[src/rtl/pdn_rail_sequencer_if.sv]
// Rail sequencer bus: request, per-rail power-good/enable and status.
interface pdn_rail_sequencer_if #(
  parameter int NUM_RAILS = 8
);
  logic                 pwr_on_req;
  logic [NUM_RAILS-1:0] rail_pg;
  logic [NUM_RAILS-1:0] rail_en;
  logic                 seq_busy;
  logic                 all_good;
  logic                 fault;
  logic [3:0]           fault_rail;

  modport slave (
    input  pwr_on_req, rail_pg,
    output rail_en, seq_busy, all_good, fault, fault_rail
  );

  modport master (
    output pwr_on_req, rail_pg,
    input  rail_en, seq_busy, all_good, fault, fault_rail
  );
endinterface

[src/rtl/pdn_rail_sequencer.sv]
// Ordered power-up/power-down sequencer for NUM_RAILS supply rails with
// per-rail power-good timeout, settle hold and fault latching.
module pdn_rail_sequencer #(
  parameter int NUM_RAILS      = 8,
  parameter int SETTLE_CYCLES  = 16,
  parameter int TIMEOUT_CYCLES = 255
) (
  input  logic clk,
  input  logic rst,
  pdn_rail_sequencer_if.slave bus
);
  localparam int MAXC = (SETTLE_CYCLES > TIMEOUT_CYCLES) ? SETTLE_CYCLES : TIMEOUT_CYCLES;
  localparam int TW   = $clog2(MAXC + 1);

  localparam logic [TW-1:0]        SETTLE_LAST = TW'(SETTLE_CYCLES - 1);
  localparam logic [TW-1:0]        TO_LAST     = TW'(TIMEOUT_CYCLES - 1);
  localparam logic [3:0]           IDX_LAST    = 4'(NUM_RAILS - 1);
  localparam logic [NUM_RAILS-1:0] ONE         = {{(NUM_RAILS-1){1'b0}}, 1'b1};

  typedef enum logic [2:0] {
    S_IDLE,
    S_RAMP,
    S_SETTLE,
    S_UP,
    S_DOWN,
    S_FAULT
  } state_t;

  state_t               r_state, w_state;
  logic [3:0]           r_idx, w_idx;
  logic [TW-1:0]        r_timer, w_timer;
  logic [NUM_RAILS-1:0] r_rail_en, w_rail_en;
  logic [3:0]           r_fault_rail, w_fault_rail;

  logic [NUM_RAILS-1:0] w_onehot;
  logic                 w_pg_cur;
  logic [3:0]           w_low_fail;

  // Register all sequencer state; reset drops every rail at once.
  always_ff @(posedge clk or posedge rst) begin
    if (rst) begin
      r_state      <= S_IDLE;
      r_idx        <= '0;
      r_timer      <= '0;
      r_rail_en    <= '0;
      r_fault_rail <= '0;
    end else begin
      r_state      <= w_state;
      r_idx        <= w_idx;
      r_timer      <= w_timer;
      r_rail_en    <= w_rail_en;
      r_fault_rail <= w_fault_rail;
    end
  end

  // Lowest-index rail reporting loss of power-good (used from UP).
  always_comb begin
    logic found;
    found      = 1'b0;
    w_low_fail = '0;
    for (int unsigned i = 0; i < NUM_RAILS; i++) begin
      if (!found && !bus.rail_pg[i]) begin
        found      = 1'b1;
        w_low_fail = 4'(i);
      end
    end
  end

  // Next-state logic; within RAMP/SETTLE fault beats abort beats progress.
  always_comb begin
    w_state      = r_state;
    w_idx        = r_idx;
    w_timer      = r_timer;
    w_rail_en    = r_rail_en;
    w_fault_rail = r_fault_rail;
    w_onehot     = ONE << r_idx;
    w_pg_cur     = |(bus.rail_pg & w_onehot);

    case (r_state)
      S_IDLE: begin
        if (bus.pwr_on_req) begin
          w_state   = S_RAMP;
          w_idx     = '0;
          w_timer   = '0;
          w_rail_en = ONE;
        end
      end
      S_RAMP: begin
        if (!w_pg_cur && r_timer == TO_LAST) begin
          w_state      = S_FAULT;
          w_rail_en    = '0;
          w_fault_rail = r_idx;
        end else if (!bus.pwr_on_req) begin
          w_state   = S_DOWN;
          w_timer   = '0;
          w_rail_en = r_rail_en & ~w_onehot;
        end else if (w_pg_cur) begin
          w_state = S_SETTLE;
          w_timer = '0;
        end else begin
          w_timer = r_timer + 1'b1;
        end
      end
      S_SETTLE: begin
        if (!w_pg_cur) begin
          w_state      = S_FAULT;
          w_rail_en    = '0;
          w_fault_rail = r_idx;
        end else if (!bus.pwr_on_req) begin
          w_state   = S_DOWN;
          w_timer   = '0;
          w_rail_en = r_rail_en & ~w_onehot;
        end else if (r_timer == SETTLE_LAST) begin
          w_timer = '0;
          if (r_idx == IDX_LAST) begin
            w_state = S_UP;
          end else begin
            w_state   = S_RAMP;
            w_idx     = r_idx + 1'b1;
            w_rail_en = r_rail_en | (w_onehot << 1);
          end
        end else begin
          w_timer = r_timer + 1'b1;
        end
      end
      S_UP: begin
        if (!(&bus.rail_pg)) begin
          w_state      = S_FAULT;
          w_rail_en    = '0;
          w_fault_rail = w_low_fail;
        end else if (!bus.pwr_on_req) begin
          w_state   = S_DOWN;
          w_idx     = IDX_LAST;
          w_timer   = '0;
          w_rail_en = r_rail_en & ~(ONE << IDX_LAST);
        end
      end
      S_DOWN: begin
        if (r_timer == SETTLE_LAST) begin
          w_timer = '0;
          if (r_idx == '0) begin
            w_state = S_IDLE;
          end else begin
            w_idx     = r_idx - 1'b1;
            w_rail_en = r_rail_en & ~(w_onehot >> 1);
          end
        end else begin
          w_timer = r_timer + 1'b1;
        end
      end
      S_FAULT: begin
        if (!bus.pwr_on_req) begin
          w_state = S_IDLE;
          w_idx   = '0;
          w_timer = '0;
        end
      end
      default: begin
        w_state   = S_IDLE;
        w_idx     = '0;
        w_timer   = '0;
        w_rail_en = '0;
      end
    endcase
  end

  assign bus.rail_en    = r_rail_en;
  assign bus.fault_rail = r_fault_rail;
  assign bus.seq_busy   = (r_state == S_RAMP) || (r_state == S_SETTLE) || (r_state == S_DOWN);
  assign bus.all_good   = (r_state == S_UP);
  assign bus.fault      = (r_state == S_FAULT);
endmodule

[src/flat_wrapper.sv]
// flat-port wrapper written by rule: the top's interface ports become plain ports
module pdn_rail_sequencer_flat 
#(
  parameter int NUM_RAILS      = 8,
  parameter int SETTLE_CYCLES  = 16,
  parameter int TIMEOUT_CYCLES = 255
)
  (clk, rst, bus_pwr_on_req, bus_rail_pg, bus_rail_en, bus_seq_busy, bus_all_good, bus_fault, bus_fault_rail);
  pdn_rail_sequencer_if #(.NUM_RAILS(NUM_RAILS)) bus_i ();
  input  logic clk;
  input  logic rst;
  input wire logic [$bits(bus_i.pwr_on_req)-1:0] bus_pwr_on_req;
  input wire logic [$bits(bus_i.rail_pg)-1:0] bus_rail_pg;
  output wire logic [$bits(bus_i.rail_en)-1:0] bus_rail_en;
  output wire logic [$bits(bus_i.seq_busy)-1:0] bus_seq_busy;
  output wire logic [$bits(bus_i.all_good)-1:0] bus_all_good;
  output wire logic [$bits(bus_i.fault)-1:0] bus_fault;
  output wire logic [$bits(bus_i.fault_rail)-1:0] bus_fault_rail;
  assign bus_i.pwr_on_req = bus_pwr_on_req;
  assign bus_i.rail_pg = bus_rail_pg;
  assign bus_rail_en = bus_i.rail_en;
  assign bus_seq_busy = bus_i.seq_busy;
  assign bus_all_good = bus_i.all_good;
  assign bus_fault = bus_i.fault;
  assign bus_fault_rail = bus_i.fault_rail;
  pdn_rail_sequencer #(.NUM_RAILS(NUM_RAILS), .SETTLE_CYCLES(SETTLE_CYCLES), .TIMEOUT_CYCLES(TIMEOUT_CYCLES)) u_core (.clk(clk), .rst(rst), .bus(bus_i));
endmodule
[config.mk]
export PLATFORM = sky130hd
export DESIGN_NAME = pdn_rail_sequencer_flat
export DESIGN_NICKNAME = d
export VERILOG_FILES = /design/src/rtl/pdn_rail_sequencer_if.sv /design/src/rtl/pdn_rail_sequencer.sv /design/src/flat_wrapper.sv
export SDC_FILE = /design/constraint.sdc
export NUM_CORES = 1
export LEC_CHECK = 0
export CAP_MARGIN = 20
export CORE_ASPECT_RATIO = 0.6
export CORE_UTILIZATION = 40
export CTS_CLUSTER_SIZE = 10
export DETAILED_ROUTE_END_ITERATION = 10
export PLACE_DENSITY = 0.62
export SYNTH_ARGS = -nofsm -noshare
export SYNTH_HDL_FRONTEND = slang
export SYNTH_SLANG_ARGS = --single-unit
export TNS_END_PERCENT = 1
[constraint.sdc]
create_clock -name clk -period 3 [get_ports clk]
set_input_delay 0.6 -clock clk [delete_from_list [all_inputs] [get_ports clk]]
set_output_delay 0.6 -clock clk [all_outputs]
set_load 0.05 [all_outputs]
-- After elaboration in Yosys (flattened, before gate mapping)
Cells that the tools add are included.
- logic and storage cells: 146
- input port bits: 11
- output and inout bits: 15
- bits in registers: 27
- add/subtract/negate cells: 3
- shift operators: 1
- eq/ne operators: 28
- muxes and demuxes: 65
- bitwise operators: 8
- reductions and logical operators: 35
- operators with widths (operator ; number):
    two-way mux 8 bit ; 20
    case mux 8 bit (6 select lines) ; 2
    two-way mux 4 bit ; 13
    two-way mux 3 bit ; 16
    AND 8 bit ; 3
    case mux 4 bit (6 select lines) ; 1
    AND reduction 8 bit ; 3
    != test 2 bit, second input constant ; 9
    case mux 3 bit (6 select lines) ; 1
    zero test 1 bit ; 14
    != test 2 x 1 -> 1 bit, second input constant ; 6
    case mux 4 bit (3 select lines) ; 1
    AND reduction 11 bit ; 1
    adder 8 x 1 -> 8 bit, second input constant ; 1
    equality test 8 x 4 -> 1 bit, second input constant ; 1
    equality test 8 bit, second input constant ; 1
    logical AND 1 bit ; 8
    two-way mux 1 bit ; 8
    != test 4 bit, second input constant ; 2
    NOT 7 -> 8 bit ; 1
    NOT 8 bit ; 1
    bitwise OR 8 bit ; 1
    AND reduction 4 bit ; 2
    OR reduction 8 bit ; 1
    other kinds (17) ; 23

-- Depth between registers and ports, before layout
Gate-level depths: netlist of run 1.
- depth after elaboration: 23
- depth in mapped cells: 10

-- Worst setup path before layout of run 1
OpenSTA, ideal clock, no wires.
- path kind: register -> register
- start point: reg u_core.r_state[1]
- end point: reg u_core.r_idx[3]
- required time: 2.879 ns
- stages on the path, launching flop included: 10
- period minus slack after synthesis: 2.452 ns
- path buffers: 2
- data arrival time: 2.330 ns
- setup slack: 0.548 ns
- cell sequence: dfrtp_1 -> clkbuf_4 -> nor2_1 -> and2_1 -> clkbuf_1 -> ha_1 -> a21o_1 -> a21oi_1 -> o211ai_1 -> a22o_2
- cells in the longest elaborated chain, start to end: 3
- ends and longest elaborated chain (element ; RTL line ; text):
    from (decl) ; pdn_rail_sequencer.sv:29 ; state_t r_state, w_state;
    from (signal assigned) ; pdn_rail_sequencer.sv:48 ; r_state <= w_state;
    equality test 3 x 2 -> 1 bit, or another cell as far along ; pdn_rail_sequencer.sv:79 ; case (r_state)
    != test 2 bit (no source line), or another cell as far along ; - ;
    AND reduction 11 bit (no source line) ; - ;
    to (signal assigned) ; pdn_rail_sequencer.sv:49 ; r_idx <= w_idx;
    to (decl) ; pdn_rail_sequencer.sv:30 ; logic [3:0] r_idx, w_idx;
Several ways; a longest one is shown, not always the timed one.
A chain may end at the register's enable or synchronous reset.

-- Final worst setup path of run 1
- start point: in bus_rail_pg[3]
- end point: reg u_core.r_rail_en[6], in the netlist u_core.bus.rail_en[6]
- cells in the longest elaborated chain, start to end: 6
- ends and longest elaborated chain (element ; RTL line ; text):
    from (decl) ; flat_wrapper.sv:13 ; input wire logic [$bits(bus_i.rail_pg)-1:0] bus_rail_pg;
    AND 8 bit ; pdn_rail_sequencer.sv:77 ; w_pg_cur = |(bus.rail_pg & w_onehot);
    OR reduction 8 bit ; pdn_rail_sequencer.sv:77 ;
    zero test 1 bit ; pdn_rail_sequencer.sv:89 ; if (!w_pg_cur && r_timer == TO_LAST) begin
    logical AND 1 bit ; pdn_rail_sequencer.sv:89 ;
    != test 3 x 2 -> 1 bit (no source line) or two-way mux 8 bit (tied branches) ; - ;
    AND reduction 8 bit (no source line) or case mux 8 bit (6 select lines) (tied branches) ; - ;
    to (signal assigned) ; pdn_rail_sequencer.sv:51 ; r_rail_en <= w_rail_en;
    to (decl) ; pdn_rail_sequencer.sv:32 ; logic [NUM_RAILS-1:0] r_rail_en, w_rail_en;
Several ways; a longest one is shown, not always the timed one.

==> metrics.md, run 1 <==
| Metric | Value |
|---|---|
| Status | `complete, but fails checks` |
| Failing checks | `design-rule violations` |
| First-pass GRT wire length | `9.70 mm` |
| RD Place Congestion | `0.880` |
| Area grow syn2layout | `18.0%` |
| Clock transition at path regs | `90 ps` |
| EDFF count, synth | `0` |
| Cts hold-fix bufs | `0` |
| Reg-to-Reg End | `u_core.r_idx[3]` |
| Fin crit share | `90.7%` |
| CTS tree | `done` |
| Seq pwr share | `23.2%` |
| Syn Area/Cell | `8.15 sq um` |
| Worst slew pin tran | `499 ps` |
| Synth unique cells | `68` |
| Final WL | `5.93 mm` |
| IR drop worst, VDD | `0.648 mV` |
| Layout cells sized above 1 | `13.7%` |
| Clock network power share | `9.3%` |
| Die ar. | `5810 sq um` |
| Initial antenna violation count | `0` |
| Worst R2R Start | `u_core.r_timer[0]` |
| Reg2reg setup slack | `290 ps` |
| Worst reg-to-reg path cell count | `9` |
| Int Pwr | `1.17 mW` |
| Sequential share of the synthesized area | `30.7%` |
| Power per cell area | `912 nW/um^2` |
| Sw power | `1.20 mW` |
| Clock latency at the later pin of the worst-skew pair | `290 ps` |
| Core Region | `5180 sq um` |
| Max Fclk | `368 MHz` |
| Yosys warns | `0` |
| Slew headroom | `66.6%` |
| Max_cap viols | `0` |
| Critical Path Start Type | `input pin` |
| Largest net degree at the start of global routing | `28` |
| Slowest-stage cell, CP | `clkdlybuf4s50_1` |
| Overall Global Routing Usage | `21.6%` |
| Most common cell after layout, fill and taps aside | `nand2_1` |
| Clk sinks | `27` |
| Post-CTS Resized | `0` |
| DP Worst Slack | `46.2 ps` |
| Die Wd | `97.7 microns` |
| HPWL after DPL | `4.58 mm` |
| Pre-Repair DR Iteration Count | `8` |
| Hold Fails Final Rpt | `0` |
| TritonCTS Buffers | `3` |
| Unrepaired setup endpoints after global routing | `false` |
| Diode count | `0` |
| Gate power share | `67.5%` |
| Net Count, Synth | `286` |
| PnR worst setup slack | `279 ps` |
| Worst path max stage delay | `510 ps` |
| Routed Antenna Nets | `0` |
| CP endpoint kind | `flip-flop` |
| Worst setup path endpoint | `u_core.bus.rail_en[6]` |
| HP Class | `flip-flop to flip-flop` |
| Fin crit period | `2720 ps` |
| Post-synthesis sequential element count | `27` |
| I/O Buffers | `25` |
| Placed Area | `2550 sq um` |
| Die Height | `59.4 microns` |
| FP Rows | `20` |
| Ys async rst share | `100%` |
| Setup CP Type | `input pin to flip-flop` |
| Vias after detailed routing | `2159` |
| CP arrival | `2910 ps` |
| Static Leak | `1.06 nW` |
| Vias per cell | `5.92` |
| Post-CTS Setup Inserts | `0` |
| Crit. Startpoint | `bus_rail_pg[3]` |
| Final setup fails | `0` |
| Remaining Overflow, GRT | `0` |
| Synth Cell Area | `2200 sq um` |
| Setup TNS | `0 ps` |
| IO Pins | `26` |
| Nets | `316` |
| Critical Path Fanout Max | `11` |
| Commonest cells after routing, fill and taps aside | `40 x nand2_1, 28 x o21ai_0, 27 x dfrtp_1` |
| CTS root buffer | `clkbuf_8` |
| CTS Buffer Depth | `2` |
| Switch share | `50.6%` |
| Main synth FF type | `dfrtp_1` |
| Mapped Cells | `270` |
| Worst Min Path Start | `u_core.bus.rail_en[4]` |
| DR iter-0 viols | `251` |
| Starting Density | `42.5%` |
| CP Data Required Time | `3190 ps` |
| Critical-path cell list | `clkdlybuf4s50_1 -> mux4_2 -> nand2_1 -> and2_4 -> o311ai_0 -> nand2b_1 -> o21ai_0 -> a21oi_1` |
| DR WL/cell | `16.2 microns` |
| H-tree level count | `1` |
| DR DRC count | `2` |
| Final instance area | `2600 sq um` |
| Final Slew Violations | `0` |
| Clock skew | `13.4 ps` |
| Vias in the first global route | `1826` |
Yosys cell counts (4+ instances only):
master / n / area, sq um
nand2_1: 40 / 150
o21ai_0: 28 / 140
dfrtp_1: 27 / 676
nor2_1: 19 / 71.3
a21oi_1: 16 / 80.1
nand3_1: 12 / 60.1
inv_1: 11 / 41.3
nor2b_1: 9 / 56.3
nor3_1: 8 / 40.0
o31ai_1: 8 / 60.1
a31oi_1: 7 / 43.8
mux2_2: 5 / 56.3
clkbuf_1: 4 / 15.0
ha_1: 4 / 50.1
registers in the layout (all words and copies together) (netlist names):
register and count:
u_core.r_timer 8, u_core.r_state 3, u_core.r_idx 4, u_core.bus.fault_rail 4, u_core.bus.rail_en 8
worst max-delay path, delay by kind of cell:
kind                   cells  cell delay [ps]
multiplexers               1              280
buffers and inverters      1              510
AND/OR/NAND/NOR            3              710
AO/OA/AOI/OAI              3              810
power groups by stage:
stage	registers [mW]	logic [mW]	clock network [mW]
6_report	0.548	1.60	0.221
5_1_grt	0.568	1.75	0.238
4_1_cts	0.549	1.58	0.229
3_5_place_dp	0.555	1.58	0
3_3_place_gp	0.554	1.57	0
2_1_floorplan	0.629	1.11	0
routing by layer:
metal | global-route usage (%) | vias up | wire length (microns)
met5 | 0 | - | 0
met4 | 3.25 | 0 | 25
met3 | 4.25 | 2 | 496
met2 | 28.6 | 100 | 2190
met1 | 35.3 | 999 | 3220
li1 | - | 1058 | -
cell type report:
class                      count  area (sq um)
timing repair buffer          42           385
sequential                    27           676
tap                           66          82.6
inverter                      12          45.0
fill                         493          2580
clock inverter                 1          5.00
multi-input combinational    214          1360
clock buffer                   3          41.3
kinds of logic (layout without fill, tap and decap cells):
| kind of cell | Yosys count | in the layout | share of synthesized area, % |
|---|---|---|---|
| xor+xnor | 1 | 1 | 0.398 |
| fa+ha+maj | 5 | 5 | 3.19 |
| compound gates | 92 | 92 | 29.5 |
| buf+inv | 29 | 58 | 7.39 |
| flops | 27 | 27 | 30.7 |
| simple gates | 109 | 109 | 24.7 |
| mux | 7 | 7 | 4.04 |
stage by stage:
stage / util, % / hold slack (ps) / power [mW] / cells
4_1_cts: 50.1 / 524 / 2.36 / 365
6_report: 50.1 / 519 / 2.37 / 365
5_1_grt: 50.1 / 546 / 2.55 / 365
3_5_place_dp: 49.2 / 501 / 2.13 / 361
2_1_floorplan: - / 475 / 1.74 / 270
3_3_place_gp: 49.2 / 494 / 2.12 / 361
worst min path at each step:
stage	slack [ps]	to	depth (start not counted)
2_1_floorplan	470	u_core.r_timer[7]	1
3_3_place_gp	490	u_core.bus.rail_en[4]	2
3_5_place_dp	500	u_core.bus.rail_en[4]	2
4_1_cts	520	u_core.bus.rail_en[4]	2
5_1_grt	550	u_core.bus.fault_rail[2]	1
6_report	520	u_core.bus.rail_en[4]	2
Power figures use the tool's default switching activity.
==> run 2: changes to the inputs <==
PLACE_DENSITY = default   (was 0.62)
PLACE_DENSITY_LB_ADDON = 0.05   (was default)
==> metrics.md, run 2 (same netlist as run 1, synthesis figures left out) <==
| Metric | Value |
|---|---|
| Status | `complete, but fails checks` |
| Failing checks | `design-rule violations` |
| Core Region | `5180 sq um (unchanged)` |
| Diode count | `0 (unchanged)` |
| Vias per cell | `5.91 (about the same)` |
| CP arrival | `2990 ps (+80 ps)` |
| Static Leak | `1.07 nW (+0.82%)` |
| Unrepaired setup endpoints after global routing | `false` |
| IR drop worst, VDD | `0.396 mV (-39%)` |
| Final setup fails | `0 (unchanged)` |
| Most common cell after layout, fill and taps aside | `nand2_1` |
| Vias in the first global route | `1926 (+5.5%)` |
| Post-CTS Setup Inserts | `0 (unchanged)` |
| Overall power | `2.43 mW (+2.7%)` |
| Commonest cells after routing, fill and taps aside | `40 x nand2_1, 28 x o21ai_0, 27 x dfrtp_1` |
| HP Class | `flip-flop to flip-flop` |
| DP Worst Slack | `-77.7 ps (-124 ps)` |
| Layout cells sized above 1 | `14.3% (+0.57 points)` |
| Die Wd | `97.7 microns (unchanged)` |
| CTS Buffer Depth | `2 (unchanged)` |
| Critical Path Start Type | `input pin` |
| H-tree level count | `1 (unchanged)` |
| Cts hold-fix bufs | `0 (unchanged)` |
| FP Rows | `20 (unchanged)` |
| Nets | `318 (+0.63%)` |
| Critical Path Fanout Max | `5 (-6)` |
| Worst path max stage delay | `500 ps (about the same)` |
| Buffers plus inverters on the worst setup path | `1 (unchanged)` |
| Max_cap viols | `0 (unchanged)` |
| Die ar. | `5810 sq um (unchanged)` |
| Remaining Overflow, GRT | `0 (unchanged)` |
| Overall Global Routing Usage | `22.8% (+1.2 points)` |
| Slew headroom | `62.7% (-3.9 points)` |
| Vias after detailed routing | `2169 (+0.46%)` |
| Fin crit share | `94.1% (+3.4 points)` |
| Routed Antenna Nets | `0 (unchanged)` |
| HPWL after DPL | `4.72 mm (+2.9%)` |
| Largest net degree at the start of global routing | `28 (unchanged)` |
| Critical Path Most Common Cell | `nand2_1` |
| CTS tree | `done` |
| Multi-input gate area | `1360 sq um (+0.18%)` |
| Slowest-stage cell, CP | `mux4_2` |
| Max Fclk | `354 MHz (-3.6%)` |
| IO Pins | `26 (unchanged)` |
| Final WL | `6.21 mm (+4.8%)` |
| Critical-path cell list | `clkdlybuf4s50_1 -> mux4_2 -> nand2_1 -> nand2_1 -> and3_1 -> o21ai_0 -> o211ai_1 -> a221o_1` |
| Setup CP Type | `input pin to flip-flop` |
| Clock skew | `7.68 ps (-5.72 ps)` |
| I/O Buffers | `25 (unchanged)` |
| TritonCTS Buffers | `3 (unchanged)` |
| DR WL/cell | `16.9 microns (+4.2%)` |
| Pre-Repair DR Iteration Count | `8 (unchanged)` |
| Fin crit period | `2820 ps (+102 ps)` |
| Clock latency at the later pin of the worst-skew pair | `280 ps (about the same)` |
| Final Slew Violations | `0 (unchanged)` |
| RD Place Congestion | `0.933 (+6.0%)` |
| Area grow syn2layout | `18.9%` |
| Clock transition at path regs | `100 ps (about the same)` |
| PnR worst setup slack | `177 ps (-102 ps)` |
| Seq. cell area | `676 sq um (unchanged)` |
| Top Family by Delay on Critical Path | `compound AO/OA/AOI/OAI gates` |
| Worst slew pin tran | `555 ps (+55.3 ps)` |
| Die Height | `59.4 microns (unchanged)` |
| DR DRC count | `4 (+2)` |
| DR iter-0 viols | `191 (-24%)` |
| Hold Fails Final Rpt | `0 (unchanged)` |
| Initial antenna violation count | `0 (unchanged)` |
| CP Data Required Time | `3170 ps (-20 ps)` |
| Fill count | `502 (+1.8%)` |
| CP endpoint kind | `flip-flop` |
| Clk sinks | `27 (unchanged)` |
| Starting Density | `42.5% (unchanged)` |
| CTS root buffer | `clkbuf_8` |
| Power per cell area | `930 nW/um^2 (+2.0%)` |
| First-pass GRT wire length | `10.2 mm (+5.1%)` |
| Post-CTS Resized | `0 (unchanged)` |
[run 2: changes by cell type in the layout (fill, tap and decap cells not counted)]
cell,before,now
buf_4,18,19
clkdlybuf4s50_1,23,24
nand2b_1,2,1
nand2b_2,0,1
[run 2: metrics by stage]
step                      hold WS (ps)  instance area [sq um]  cells  TNS, ps  util [%]
after floorplan                    475                   2200    270        0         -
after global placement             488                   2570    363        0      49.6
after detailed placement           504                   2570    363     -100      49.6
after CTS                          528                   2610    367        0      50.5
after global routing               561                   2620    367        0      50.5
final                              525                   2620    367        0      50.5
[run 2: report_power, final]
part	switching, mW	internal (mW)
combinational	0.996	0.663
sequential	0.111	0.447
clock	0.122	0.0934
total	1.23	1.20
[run 2: final cells by class]
cell class | instances | share of cell area [%]
timing repair buffer | 44 | 15.4
inverter | 12 | 1.72
tap | 66 | 3.16
clock inverter | 1 | 0.191
multi-input combinational | 214 | 52.1
sequential | 27 | 25.8
clock buffer | 3 | 1.58
[run 2: routing by layer]
layer | wire length [microns] | vias up | global-route usage (%)
li1 | - | 1057 | -
met1 | 3480 | 1019 | 37.1
met2 | 2310 | 91 | 30.5
met3 | 395 | 2 | 4.25
met4 | 19 | 0 | 3.46
met5 | 0 | - | 0
[run 2: path summary, 6_finish.rpt]
kind / from / to / slack, ps / cells after the start
min reg2reg: u_core.bus.rail_en[4] / u_core.bus.rail_en[4] / 530 / 2
max: bus_rail_pg[2] / u_core.r_state[0] / 180 / 8
min in group asynchronous: rst / u_core.bus.rail_en[7] / 680 / 3
max in group asynchronous: rst / u_core.r_idx[3] / 2050 / 3
min: u_core.bus.rail_en[4] / u_core.bus.rail_en[4] / 530 / 2
max reg2reg: u_core.r_timer[0] / u_core.bus.rail_en[4] / 270 / 8
[run 2: worst register-to-register path, cell delays in order, from the launching register on]
cell,delay (ps)
dfrtp_1,440
ha_1,260
nand4b_1,160
or4_1,550
nor2b_1,260
o311ai_0,210
nand2b_2,320
o31ai_1,300
o31ai_1,110
